<file path="src/rtl/rr_mux_nx1.sv">
// rr_mux_nx1: N-to-1 registered mux with manual or round-robin channel grant.
module rr_mux_nx1 #(
    parameter int N  = 4,
    parameter int W  = 8,
    parameter int SW = $clog2(N)
) (
    input  logic           clk,
    input  logic           rst,
    input  logic [N*W-1:0] in_data,
    input  logic [N-1:0]   in_valid,
    output logic [N-1:0]   in_ready,
    input  logic           mode,
    input  logic [SW-1:0]  sel,
    output logic [W-1:0]   out_data,
    output logic           out_valid,
    input  logic           out_ready,
    output logic [SW-1:0]  out_ch
);
    logic          load_en;
    logic          xfer;
    logic          grant_vld;
    logic [SW-1:0] grant;
    logic [SW-1:0] cand;
    logic [SW-1:0] ptr_q, ptr_d;
    logic [SW-1:0] out_ch_q, out_ch_d;
    logic [W-1:0]  out_data_q, out_data_d;
    logic          out_valid_q, out_valid_d;

    assign load_en = !out_valid_q || out_ready;
    assign xfer = grant_vld && load_en && !rst;
    assign in_ready = xfer ? (N'(1) << grant) : '0;
    assign out_data = out_data_q;
    assign out_valid = out_valid_q;
    assign out_ch = out_ch_q;

    // Pick the granted channel; the round-robin loop runs backwards so the nearest valid channel after ptr wins.
    always_comb begin
        grant_vld = 1'b0;
        grant = '0;
        cand = '0;
        if (mode) begin
            for (int k = N; k >= 1; k--) begin
                cand = SW'((int'(ptr_q) + k) % N);
                if (in_valid[cand]) begin
                    grant_vld = 1'b1;
                    grant = cand;
                end
            end
        end else if (int'(sel) < N) begin
            grant_vld = in_valid[sel];
            grant = sel;
        end
    end

    // Output register next state: load on transfer, otherwise drain when downstream accepts.
    always_comb begin
        out_valid_d = out_valid_q;
        out_data_d = out_data_q;
        out_ch_d = out_ch_q;
        ptr_d = ptr_q;
        if (xfer) begin
            out_valid_d = 1'b1;
            out_data_d = in_data[int'(grant)*W +: W];
            out_ch_d = grant;
            ptr_d = grant;
        end else if (out_ready) begin
            out_valid_d = 1'b0;
        end
    end

    // State registers; ptr resets to N-1 so the first round-robin search begins at channel 0.
    always_ff @(posedge clk) begin
        if (rst) begin
            out_valid_q <= 1'b0;
            out_data_q <= '0;
            out_ch_q <= '0;
            ptr_q <= SW'(N - 1);
        end else begin
            out_valid_q <= out_valid_d;
            out_data_q <= out_data_d;
            out_ch_q <= out_ch_d;
            ptr_q <= ptr_d;
        end
    end
endmodule
</file>
<file path="config.mk">
export PLATFORM = sky130hd
export DESIGN_NAME = rr_mux_nx1
export DESIGN_NICKNAME = d
export VERILOG_FILES = /design/src/rtl/rr_mux_nx1.sv
export SDC_FILE = /design/constraint.sdc
export NUM_CORES = 1
export LEC_CHECK = 0
export ABC_AREA = 0
export BUFFER_PORTS_ARGS = -buffer_cell sky130_fd_sc_hd__clkbuf_2
export CAP_MARGIN = 20
export CORE_ASPECT_RATIO = 1.2
export CORE_MARGIN = 2
export CORE_UTILIZATION = 26
export DETAILED_ROUTE_END_ITERATION = 12
export HOLD_SLACK_MARGIN = 0.12
export RECOVER_POWER = 100
export SLEW_MARGIN = 20
export SYNTH_ARGS = -nofsm -noshare
export SYNTH_HDL_FRONTEND = slang
export SYNTH_SLANG_ARGS = --single-unit
</file>
<file path="constraint.sdc">
create_clock -name clk -period 1.5 [get_ports clk]
set_input_delay 0.15 -clock clk [delete_from_list [all_inputs] [get_ports clk]]
set_output_delay 0.15 -clock clk [all_outputs]
set_load 0.1 [all_outputs]
</file>
==> flow_summary.json <==
{
  "status": "complete, but fails checks",
  "violations": "negative setup slack",
  "syn_area_um2": 901,
  "finalSetupViolCount": 14,
  "area_delta_synth_final_pct": 89.3,
  "cp_data_required_time_ns": 1.35,
  "num_vias": 1025,
  "grt_antenna_before_repair": 0,
  "yosys.area.top_type": "dfxtp_1",
  "ioPinCount": 57,
  "fin_crit_ns": 1.88,
  "yosysMostFrequentCell": "mux2i_1",
  "tightestPinTransition_ns": 0.547,
  "clk_pin_slew_ns": 0.05,
  "fmax_ghz": 0.531,
  "critPathArrivalTime_ns": 1.73,
  "setup_ws_ns": -0.383,
  "ys_async_sr_fraction_pct": 0,
  "synth_warnings": 0,
  "syn_nets": 137,
  "grt_pass1_vias": 1045,
  "clk_latency_ns": 0.24,
  "overflow": 0,
  "gp_congestion": 0.761,
  "cp-start-kind": "flop",
  "synth_top_family_by_area": "compound AO/OA/AOI/OAI gates",
  "dpl-instance-area_um2": 1430,
  "finalNonFillerCells": 213,
  "hold_viol_final": 0,
  "pwr_density_cell_nw_per_um2": 957,
  "yosysSeqAreaShare_pct": 28.9,
  "synth_top_cells_by_count": "mux2i_1, dfxtp_1, nand2_1",
  "tritoncts": "done",
  "pwr-share-seq_pct": 25.5,
  "p_switching_mw": 0.710,
  "swShare_pct": 43.5,
  "layout-drive-gt1-share_pct": 71.0,
  "fillCellCount": 305,
  "grt_pass1_wl_mm": 4.40,
  "synthXorXnorAreaFrac_pct": 0,
  "rows": 23,
  "start_util_pct": 27.0,
  "die_area_um2": 3950,
  "rsz0062_at_grt": "yes",
  "synthTopCellsByArea": "dfxtp_1, mux2i_1, o221ai_2",
  "fin_skew_ns": 0.000848,
  "slew_headroom_pct": 63.7,
  "avgSynthCellArea_um2": 9.48,
  "synth_compound_area_share_pct": 24.6,
  "viasPerCell": 4.81,
  "peakVddDrop_mv": 0.637,
  "hpwl_mm": 2.04,
  "post-place-ws_ns": -0.182,
  "synth_flop_cell": "dfxtp_1",
  "total_power_mw": 1.63,
  "die_w_um": 57.7,
  "core-area_um2": 3340,
  "pwr-share-comb_pct": 55.1,
  "ys_seq_elements": 13,
  "diodes": 0,
  "synth.area.mux_share_pct": 23.3,
  "die_h_um": 68.5,
  "drt-initial-drc-count": 12,
  "worstSetupEndpointType": "output pin",
  "critPathKind": "flop to output pin",
  "netlist_instances": 95,
  "synth_edf_count": 0,
  "cp_max_fo": 3,
  "finalNetCount": 219,
  "track_usage_pct": 14.7,
  "yosys.area_share.simple_pct": 15.8,
  "synth_top_area_share_pct": 28.9,
  "power_frac_clock_pct": 19.4,
  "firstDrtPassIters": 4,
  "totalWireLength_mm": 2.85,
  "p_leak_nw": 0.793,
  "htree_levels": 1,
  "ant_nets": 0,
  "timing.max_cap.violations": 0,
  "cts.sink_count": 13,
  "clock-root-buffer": "clkbuf_8",
  "grt_max_degree": 10,
  "finalCritPeriodShare_pct": 126,
  "synth_adder_area_share_pct": 0,
  "finalMaxSlewViolations": 0,
  "placedCellCount": 201,
  "clockBufferDepth": 2,
  "drt-wirelength-per-cell_um": 13.4,
  "portBuffers": 56,
  "netlist-cell-type-count": 25,
  "route.detailed.drc": 0,
  "hp-class": "input port to flop",
  "p_int_mw": 0.921,
  "cts_inserted_buffers": 3,
  "fin_area_um2": 1710
}
-- sequential cells by signal, summed over array words and instances, names as in the netlist --
name / flops
out_data: 8
ptr_q: 2
out_ch: 2
out_valid: 1
-- power by group through the flow --
stage,Sequential [mW],Clock (mW),Combinational [mW]
2_1_floorplan,0.684,0,0.292
3_3_place_gp,0.418,0,0.753
3_5_place_dp,0.420,0,0.759
4_1_cts,0.415,0.325,0.821
5_1_grt,0.422,0.340,0.941
6_report,0.416,0.316,0.899
-- critical path, cell delays in order (launching register included) --
cell,delay [ns]
dfxtp_2,0.33
nand2b_4,0.15
o221ai_2,0.20
a21oi_2,0.09
or3_4,0.42
nor2_4,0.13
buf_12,0.18
-- final timing paths --
kind,startpoint,slack (ns),to,depth (start not counted)
worst max-delay path,ptr_q[0]$_SDFFE_PP1P_,-0.38,in_ready[1],6
worst min-delay path,rst,0.14,out_ch[0]$_SDFFE_PP0P_,2
worst max register to register,ptr_q[0]$_SDFFE_PP1P_,-0.34,out_data[3]$_SDFFE_PP0P_,10
worst min register to register,out_ch[1]$_SDFFE_PP0P_,0.46,out_ch[1]$_SDFFE_PP0P_,2
-- kinds of logic after synthesis --
logic type | Yosys count
AO/OA/AOI/OAI | 20
buffers and inverters | 10
flip-flops | 13
multiplexers | 21
AND/OR/NAND/NOR | 31
-- placed cells by master, fill, tap and decap left out --
cell	n
a21boi_1	1
a21oi_1	1
a21oi_2	1
a31oi_4	1
and2_1	1
buf_12	6
buf_4	15
buf_6	7
buf_8	2
clkbuf_1	1
clkbuf_2	52
clkbuf_8	3
dfxtp_1	10
dfxtp_2	2
dfxtp_4	1
dlygate4sd3_1	1
inv_1	3
inv_4	1
mux2i_1	8
mux2i_2	10
mux2i_4	3
nand2_1	12
nand2_2	1
nand2b_1	2
nand2b_4	2
nand3_2	1
nand4_1	1
nor2_1	3
nor2_4	4
nor3_1	1
nor4_1	1
o211ai_1	2
o211ai_2	1
o21ai_0	2
o21ai_2	2
o221ai_2	9
or2b_1	1
or3_4	1
-- layout make-up --
cell class              instances  area (um^2)  share of cell area [%]
clock buffers                   4         45.0                    2.64
inverters                       4         17.5                    1.03
multi-input cells              72          718                    42.1
flip-flops and latches         13          267                    15.6
well taps                      37         46.3                    2.71
repair buffers                 83          612                    35.9
-- layer usage --
| layer | up-vias | part of all wire (%) | GRT usage [%] | routed length (um) |
|---|---|---|---|---|
| met3 | 10 | 6.0 | 2.08 | 172 |
| li1 | 508 | - | - | - |
| met1 | 463 | 37 | 15.8 | 1070 |
| met4 | 0 | 3.0 | 10.8 | 85 |
| met5 | - | 0 | 0 | 0 |
| met2 | 44 | 54 | 26.3 | 1530 |
-- repair_timing --
action                                  in CTS  in global routing
pin swaps                                    7                 10
resized for setup                           17                 24
setup buffers                                5                  3
endpoints found under the setup margin      13                 16
hold buffers                                 1                  0
endpoints found under the hold margin        1                  0
gates cloned                                 0                  0
-- metrics by stage --
step                      util [%]  hold slack, ns  TNS (ns)
after floorplan                  -           0.209     -1.26
after global placement        42.9           0.365     -1.28
after detailed placement      42.9           0.368     -1.86
after CTS                     47.6           0.121     -2.81
after global routing          51.1           0.138     -5.00
final                         51.1           0.141     -3.89
No activity file was read; power rests on OpenSTA's default activity.
